## src/rtl/vram_upload.sv

```systemverilog
// Read-back responder for the HPS ioctl upload path: serves ioctl_rd strobes from
// the video RAM read port, stalls the HPS while busy, and tallies bytes and checksum.
module vram_upload #(
    parameter int unsigned ADDR_W  = 14,
    parameter int unsigned DATA_W  = 8,
    parameter int unsigned RAM_LAT = 1,
    parameter int unsigned SIZE    = 16000
) (
    input  logic              pixel_clock,
    input  logic              reset_n,
    input  logic              ioctl_upload,
    input  logic              ioctl_rd,
    input  logic [ADDR_W-1:0] ioctl_addr,
    output logic [DATA_W-1:0] ioctl_din,
    output logic              ioctl_wait,
    output logic [ADDR_W-1:0] ram_addr,
    output logic              ram_rd,
    input  logic [DATA_W-1:0] ram_q,
    input  logic              ram_busy,
    output logic              progress,
    output logic              upload_done,
    output logic [ADDR_W:0]   byte_count,
    output logic [DATA_W-1:0] checksum
);

    typedef enum logic [1:0] {
        S_IDLE,
        S_ARB,
        S_LAT,
        S_CAP
    } state_t;

    localparam logic [ADDR_W:0] LP_SIZE     = (ADDR_W+1)'(SIZE);
    // The grant cycle counts as the first latency cycle, so LAT holds RAM_LAT-1 cycles
    // and CAP samples ram_q exactly RAM_LAT cycles after ram_rd.
    localparam logic [1:0]      LP_LAT_LOAD = 2'(RAM_LAT - 1);

    state_t              r_state;
    state_t              w_next;
    logic [1:0]          r_lat;
    logic [ADDR_W-1:0]   r_addr;
    logic                r_zero;
    logic                r_wait;
    logic [DATA_W-1:0]   r_din;
    logic                r_prog;
    logic                r_done;
    logic [ADDR_W:0]     r_count;
    logic [DATA_W-1:0]   r_sum;

    logic                w_oor;
    logic                w_accept;
    logic                w_grant;
    logic                w_capture;
    logic                w_rise;
    logic                w_fall;
    logic [DATA_W-1:0]   w_data;

    assign w_oor     = ({1'b0, ioctl_addr} >= LP_SIZE);
    assign w_rise    = ioctl_upload & ~r_prog;
    assign w_fall    = ~ioctl_upload & r_prog;
    assign w_capture = (r_state == S_CAP) & ioctl_upload;
    assign w_data    = r_zero ? '0 : ram_q;

    always_ff @(posedge pixel_clock or negedge reset_n) begin
        if (!reset_n) begin
            r_state <= S_IDLE;
        end else begin
            r_state <= w_next;
        end
    end

    always_comb begin
        w_next   = r_state;
        w_accept = 1'b0;
        w_grant  = 1'b0;
        if (!ioctl_upload) begin
            w_next = S_IDLE;
        end else begin
            case (r_state)
                S_IDLE: begin
                    if (ioctl_rd) begin
                        w_accept = 1'b1;
                        w_next   = w_oor ? S_CAP : S_ARB;
                    end
                end
                S_ARB: begin
                    if (!ram_busy) begin
                        w_grant = 1'b1;
                        w_next  = (RAM_LAT > 1) ? S_LAT : S_CAP;
                    end
                end
                S_LAT: begin
                    if (r_lat == 2'd1) begin
                        w_next = S_CAP;
                    end
                end
                S_CAP: begin
                    w_next = S_IDLE;
                end
                default: begin
                    w_next = S_IDLE;
                end
            endcase
        end
    end

    always_ff @(posedge pixel_clock or negedge reset_n) begin
        if (!reset_n) begin
            r_lat   <= '0;
            r_addr  <= '0;
            r_zero  <= 1'b0;
            r_wait  <= 1'b0;
            r_din   <= '0;
            r_prog  <= 1'b0;
            r_done  <= 1'b0;
            r_count <= '0;
            r_sum   <= '0;
        end else begin
            r_prog <= ioctl_upload;
            r_done <= w_fall;

            if (w_accept) begin
                r_addr <= ioctl_addr;
                r_zero <= w_oor;
                r_wait <= 1'b1;
            end

            if (!ioctl_upload) begin
                r_lat  <= '0;
                r_wait <= 1'b0;
            end else if (w_grant) begin
                r_lat <= LP_LAT_LOAD;
            end else if (r_state == S_LAT) begin
                r_lat <= r_lat - 2'd1;
            end

            // A capture cannot coincide with a session start: CAP needs upload already high.
            if (w_rise) begin
                r_count <= '0;
                r_sum   <= '0;
            end else if (w_capture) begin
                r_din  <= w_data;
                r_wait <= 1'b0;
                r_sum  <= r_sum + w_data;
                if (r_count != '1) begin
                    r_count <= r_count + 1'b1;
                end
            end
        end
    end

    assign ioctl_din   = r_din;
    assign ioctl_wait  = r_wait;
    assign ram_addr    = r_addr;
    assign ram_rd      = w_grant;
    assign progress    = r_prog;
    assign upload_done = r_done;
    assign byte_count  = r_count;
    assign checksum    = r_sum;

endmodule

```

## config.mk

```make
export PLATFORM = sky130hd
export DESIGN_NAME = vram_upload
export DESIGN_NICKNAME = d
export VERILOG_FILES = /design/src/rtl/vram_upload.sv
export SDC_FILE = /design/constraint.sdc
export NUM_CORES = 1
export LEC_CHECK = 0
export ABC_AREA = 1
export CAP_MARGIN = 40
export CORE_UTILIZATION = 53
export CTS_CLUSTER_DIAMETER = 200
export DETAILED_ROUTE_END_ITERATION = 8
export HOLD_SLACK_MARGIN = 0.12
export MAX_ROUTING_LAYER = met4
export PLACE_DENSITY = 0.86
export SYNTH_ARGS = -nofsm -noshare
export SYNTH_HDL_FRONTEND = slang
export SYNTH_SLANG_ARGS = --single-unit
export TNS_END_PERCENT = 50
```

## constraint.sdc

```tcl
create_clock -name pixel_clock -period 2.7 [get_ports pixel_clock]
set_input_delay 0.54 -clock pixel_clock [delete_from_list [all_inputs] [get_ports pixel_clock]]
set_output_delay 0.54 -clock pixel_clock [all_outputs]
set_load 0.02 [all_outputs]
```

==> results of run 1 <==
final timing paths:
check                              start             to  slack (ps)  depth (start not counted)
setup / recovery              r_state[1]         ram_rd         270                          5
hold / removal                   reset_n    ram_addr[4]         230                          1
setup reg to reg           byte_count[0]  byte_count[8]         780                          6
hold reg to reg             ioctl_din[2]   ioctl_din[2]         480                          2
max in group asynchronous        reset_n    checksum[1]        1910                          2
min in group pixel_clock    ioctl_din[2]   ioctl_din[2]         480                          2
metal layers:
metal	up-vias	GRT usage, %
met4	0	7.69
met1	1212	30.3
li1	1302	-
met5	-	-
met3	13	6.47
met2	73	41.6
stage by stage:
step | util, % | cells | worst slack, ps
after global routing | 74.1 | 508 | 113
after detailed placement | 71.9 | 500 | 281
final | 74.1 | 508 | 268
after floorplan | - | 359 | 940
after global placement | 71.9 | 500 | 276
after CTS | 74.1 | 508 | 263
cells in the mapped netlist:
library cell | n | area, um^2
a21o_1 | 1 | 7.51
a21oi_1 | 7 | 35.0
a22o_1 | 2 | 17.5
buf_2 | 5 | 25.0
buf_4 | 1 | 7.51
buf_6 | 2 | 22.5
dfrtp_1 | 53 | 1330
fa_1 | 1 | 20.0
ha_1 | 14 | 175
inv_1 | 43 | 161
mux2_2 | 12 | 135
nand2_1 | 115 | 432
nand2_2 | 1 | 6.26
nand3_1 | 29 | 145
nand3_2 | 3 | 30.0
nand3b_1 | 3 | 22.5
nand4_1 | 6 | 37.5
nor2_1 | 24 | 90.1
nor2_2 | 4 | 25.0
nor3_1 | 1 | 5.00
o211ai_1 | 1 | 7.51
o21ai_0 | 13 | 65.1
o21ai_1 | 1 | 5.00
o21ai_2 | 6 | 52.6
o21bai_1 | 1 | 7.51
o31ai_1 | 1 | 7.51
or2_2 | 3 | 18.8
xnor2_1 | 3 | 26.3
xor2_1 | 3 | 26.3
power breakdown:
group          leakage [nW]  internal (mW)  switching (mW)
Sequential            0.700          0.993           0.138
Combinational          1.14          0.554           0.601
Clock                0.0585          0.303           0.259
Total                  1.90           1.85           0.998
flip-flops by register name, summed over array words and instances, names as in the netlist:
register / flops
progress: 1
checksum: 8
upload_done: 1
ram_addr: 14
r_state: 2
r_zero: 1
ioctl_din: 8
byte_count: 15
ioctl_wait: 1
r_lat: 2
cells in the final DEF (no fill, tap or decap), drive strengths merged:
master,synthesis,final
mux2,12,12
nand2,116,116
a22o,2,2
inv,43,43
o21bai,1,1
buf,8,5
xor2,3,3
nand4,6,6
or2,3,3
nand3b,3,3
o21ai,20,20
nor2,28,28
bufinv,0,1
ha,14,14
o211ai,1,1
xnor2,3,3
a21oi,7,7
nand3,32,32
clkbuf,0,7
dfrtp,53,53
a21o,1,1
o31ai,1,1
clkdlybuf4s50,0,74
nor3,1,1
fa,1,1
cells by family (layout without fill, tap and decap cells):
family	after synthesis	in the layout	synth area share, %
XOR/XNOR	6	6	1.79
AND/OR/NAND/NOR	189	189	27.6
AO/OA/AOI/OAI	33	33	6.97
flip-flops	53	53	45.1
buffers and inverters	51	130	7.36
multiplexers	12	12	4.59
adder cells (fa/ha/maj)	15	15	6.63
area by class of cell:
type	instances	area [um^2]
repair buffers	79	788
clock buffers	7	86.3
fillers	399	1360
multi-input cells	255	1400
clock inverters	1	30.0
flip-flops and latches	53	1330
inverters	43	161
well taps	70	87.6
==> key figures, run 1 <==
Global routing
  – Overall global routing resource usage: 25.2%
  – Pin count of the biggest net entering global routing: 29
  – Congestion Overflow GR: 0
  – Wire length of the first global-routing pass: 11.7 mm
  – Vias in the first global route: 2625
  – Initial antenna violation count: 0

Placement
  – Post-DP HPWL: 4.94 mm
  – Placed inst area: 3760 um^2
  – Routability cong.: 0.883
  – Port buffer count: 75

Layout
  – Fraction of layout cells with a size suffix above 1: 9.36%
  – Ant diodes: 0
  – Finished Cell Area: 3880 um^2
  – Area delta synth->final: 31.8%
  – Fin nets: 479

Route
  – Drt pass-1 iters: 4
  – First-iteration detailed-routing DRC count: 191
  – Drt drc: 0
  – Vias: 2600
  – WL met1: 2.96 mm
  – Vias per inst: 5.12
  – DR WL met2: 3.16 mm
  – Antenna-violating nets left: 0
  – Routed WL: 6.63 mm
  – Top layer in use: met4
  – Routed wire per std cell: 13.1 um
  – Met3 wire length: 385 um

Worst setup path
  – Critical Path End Type: primary output
  – Worst stage delay on the critical path: 630 ps
  – CP arrival: 1890 ps
  – CP Cell Sequence: inv_1 > ha_1 > inv_1 > nor3_1 > clkdlybuf4s50_1
  – Critical path's top delay family: buffers and inverters
  – CP Launch Type: flop
  – Critical Path RT: 2160 ps
  – Most frequent CP cell: inv_1
  – Crit-path slowest cell: clkdlybuf4s50_1
  – Worst path bufs/invs: 3
  – CP max FO: 5
  – Setup CP Type: reg2out

Clocking
  – Post-CTS Hold Fix Bufs: 0
  – Setup repair bufs after CTS: 0
  – Clk_lat worst skew: 310 ps
  – Post-CTS sizing: 0
  – CTS root buf: clkbuf_8
  – CTS max path bufs: 2
  – Clock transition at the registers of the reported paths: 100 ps
  – CTS Buf Count: 5
  – H-tree levels: 2
  – CTS tree: done
  – Clock Sinks: 53

Timing
  – Slew Limit Fails: 0
  – Endpoints failing hold: 0
  – Worst-margin pin slew: 609 ps
  – Worst-case hold slack: 225 ps
  – Post-route setup TNS: 0 ps
  – Clk_skew: 8.70 ps
  – Minimum clock period after layout: 2430 ps
  – Final period util: 90.1%
  – FMAX: 0.411 GHz
  – RSZ-0062 raised after global routing: false
  – Final setup fails: 0
  – Rel. slew slack: 59.4%

Power
  – Power Density: 734 nW/um^2
  – Leak Pwr: 1.90 nW
  – VDD IR max: 598 uV
  – Design Power: 2.85 mW

Floorplanning
  – Core area: 5240 um^2
  – Die area: 5850 um^2
  – Num ports: 76
  – Initial core utilization: 56.2%
  – Die Span Y: 76.5 um
  – Placement Rows: 26
  – Die width: 76.5 um

Worst hold path
  – HP Class: in2async

Run
  – Max-cap violations: 0

Yosys
  – Mapped Area: 2940 um^2
  – Mapped Cells: 359
  – Syn nets: 401
  – Avg Cell Area, Syn: 8.20 um^2
  – Distinct cells, synth: 29
  – Sequential area share after synthesis: 45.1%
  – Flops & latches, synth: 53
  – Yosys warnings: 0

Outcome
  – Status: finished clean
Power figures use the tool's default switching activity.
==> run 2, diff against run 1 <==
Settings changed: CTS_CLUSTER_SIZE from default to 40, SETUP_SLACK_MARGIN from default to 0.15.
==> key figures, run 2 (synthesis results as in run 1) <==
Floorplanning
  – Initial core utilization: 56.2% (unchanged)
  – Die Span Y: 76.5 um (unchanged)
  – Num ports: 76 (unchanged)
  – Placement Rows: 26 (unchanged)
  – Core area: 5240 um^2 (unchanged)
  – Die width: 76.5 um (unchanged)
  – Die area: 5850 um^2 (unchanged)

Global routing
  – Overall global routing resource usage: 25.2% (unchanged)
  – Initial antenna violation count: 0 (unchanged)
  – Vias in the first global route: 2625 (unchanged)
  – Wire length of the first global-routing pass: 11.7 mm (unchanged)
  – Congestion Overflow GR: 0 (unchanged)
  – Pin count of the biggest net entering global routing: 29 (unchanged)

Layout
  – Finished Cell Area: 3880 um^2 (about the same)
  – Fraction of layout cells with a size suffix above 1: 9.36% (unchanged)
  – Ant diodes: 0 (unchanged)
  – Most frequent cells in the layout: nand2_1 (115), clkdlybuf4s50_1 (73), dfrtp_1 (53)
  – Max reg flops: 15 (unchanged)
  – Most common library cell in the layout ignoring fill and taps: nand2_1
  – Fillers: 399 (unchanged)
  – Area delta synth->final: 31.9% (about the same)
  – Fin nets: 479 (unchanged)

Timing
  – FMAX: 0.483 GHz (+17%)
  – Clk_skew: 8.04 ps (-0.658 ps)
  – Worst-margin pin slew: 605 ps (-3.55 ps)
  – Rel. slew slack: 59.7% (+0.24 points)
  – Endpoints failing hold: 0 (unchanged)
  – Final period util: 76.7% (-13 points)
  – Post-route setup TNS: 0 ps (unchanged)
  – Slew Limit Fails: 0 (unchanged)
  – Final setup fails: 0 (unchanged)
  – RSZ-0062 raised after global routing: false
  – Minimum clock period after layout: 2070 ps (-362 ps)

Placement
  – Routability cong.: 0.883 (unchanged)
  – Port buffer count: 75 (unchanged)
  – Post-DP HPWL: 4.94 mm (unchanged)
  – Placed inst area: 3760 um^2 (unchanged)

Clocking
  – CTS root buf: clkbuf_8
  – Clock Sinks: 53 (unchanged)
  – CTS tree: done
  – Clk_lat worst skew: 310 ps (about the same)
  – CTS max path bufs: 2 (unchanged)
  – H-tree levels: 2 (unchanged)
  – Clock transition at the registers of the reported paths: 100 ps (about the same)
  – CTS Buf Count: 5 (unchanged)
  – Post-CTS Hold Fix Bufs: 0 (unchanged)

Route
  – Routed WL: 6.63 mm (about the same)
  – Antenna-violating nets left: 0 (unchanged)
  – Drt pass-1 iters: 4 (unchanged)
  – Vias: 2608 (+0.31%)
  – First-iteration detailed-routing DRC count: 200 (+4.7%)
  – Drt drc: 0 (unchanged)
  – Routed wire per std cell: 13.0 um (about the same)
  – Vias per inst: 5.13 (+0.31%)

Worst setup path
  – Crit-path slowest cell: dfrtp_1
  – Most frequent CP cell: inv_1
  – Setup CP Type: reg2out
  – Worst stage delay on the critical path: 470 ps (-160 ps)
  – Critical Path RT: 2160 ps (about the same)
  – CP arrival: 1530 ps (-360 ps)
  – Worst path bufs/invs: 3 (unchanged)
  – CP Cell Sequence: inv_1 > ha_1 > inv_1 > nor3_1 > dlymetal6s2s_1
  – CP max FO: 5 (unchanged)
  – Critical Path End Type: primary output
  – Critical path's top delay family: flip-flops
  – CP Launch Type: flop

Worst hold path
  – HP Class: in2async

Power
  – VDD IR max: 598 uV (about the same)
  – Leak Pwr: 1.92 nW (+0.91%)
  – Power Density: 733 nW/um^2 (about the same)

Run
  – Max-cap violations: 0 (unchanged)

Outcome
  – Status: finished clean
run 2: final timing paths:
| path | to | slack [ps] | depth (start not counted) | from |
|---|---|---|---|---|
| worst max-delay path | ram_rd | 630 | 5 | r_state[1] |
| worst min-delay path | ram_addr[4] | 230 | 1 | reset_n |
| worst max register to register | byte_count[8] | 770 | 6 | byte_count[0] |
| worst min register to register | ioctl_din[2] | 480 | 2 | ioctl_din[2] |
| max in group asynchronous | checksum[1] | 1910 | 2 | reset_n |
| min in group pixel_clock | ioctl_din[2] | 480 | 2 | ioctl_din[2] |
run 2: worst reg2reg max path: cells and delay by family, from the launching register on:
family,cells,cell delay (ps)
adder cells (fa/ha/maj),1,300
flip-flops,1,500
AO/OA/AOI/OAI,1,190
AND/OR/NAND/NOR,4,810
run 2: routing by layer:
metal,GRT usage [%],wire length (um)
met5,-,0
met4,7.69,127
met3,6.47,376
met2,41.6,3210
met1,30.3,2920
run 2: stage by stage:
step / instances / utilization (%) / total power, mW / hold slack, ps / setup slack (ps)
3_5_place_dp: 500 / 71.9 / 2.29 / 460 / 281
2_1_floorplan: 359 / - / 1.77 / 244 / 940
6_report: 508 / 74.1 / 2.85 / 225 / 630
5_1_grt: 508 / 74.1 / 3.01 / 266 / 483
3_3_place_gp: 500 / 71.9 / 2.25 / 457 / 276
4_1_cts: 508 / 74.1 / 2.86 / 242 / 263
run 2: layout make-up:
class,instances,area [um^2],share of cell area (%)
multi-input cells,255,1400,36.1
flip-flops and latches,53,1330,34.2
repair buffers,79,791,20.4
inverters,43,161,4.16
well taps,70,87.6,2.26
clock buffers,7,86.3,2.22
clock inverters,1,30.0,0.773
run 2: power breakdown:
| group | total, mW | internal, mW | switching (mW) |
|---|---|---|---|
| combinational | 1.16 | 0.554 | 0.602 |
| sequential | 1.13 | 0.993 | 0.138 |
| clock | 0.561 | 0.303 | 0.258 |
run 2: what timing repair did:
| action | in CTS | in global routing |
|---|---|---|
| hold endpoints to repair | 0 | 0 |
| gates resized for setup | 0 | 1 |
| setup buffers | 0 | 0 |
| setup endpoints to repair | 0 | 1 |
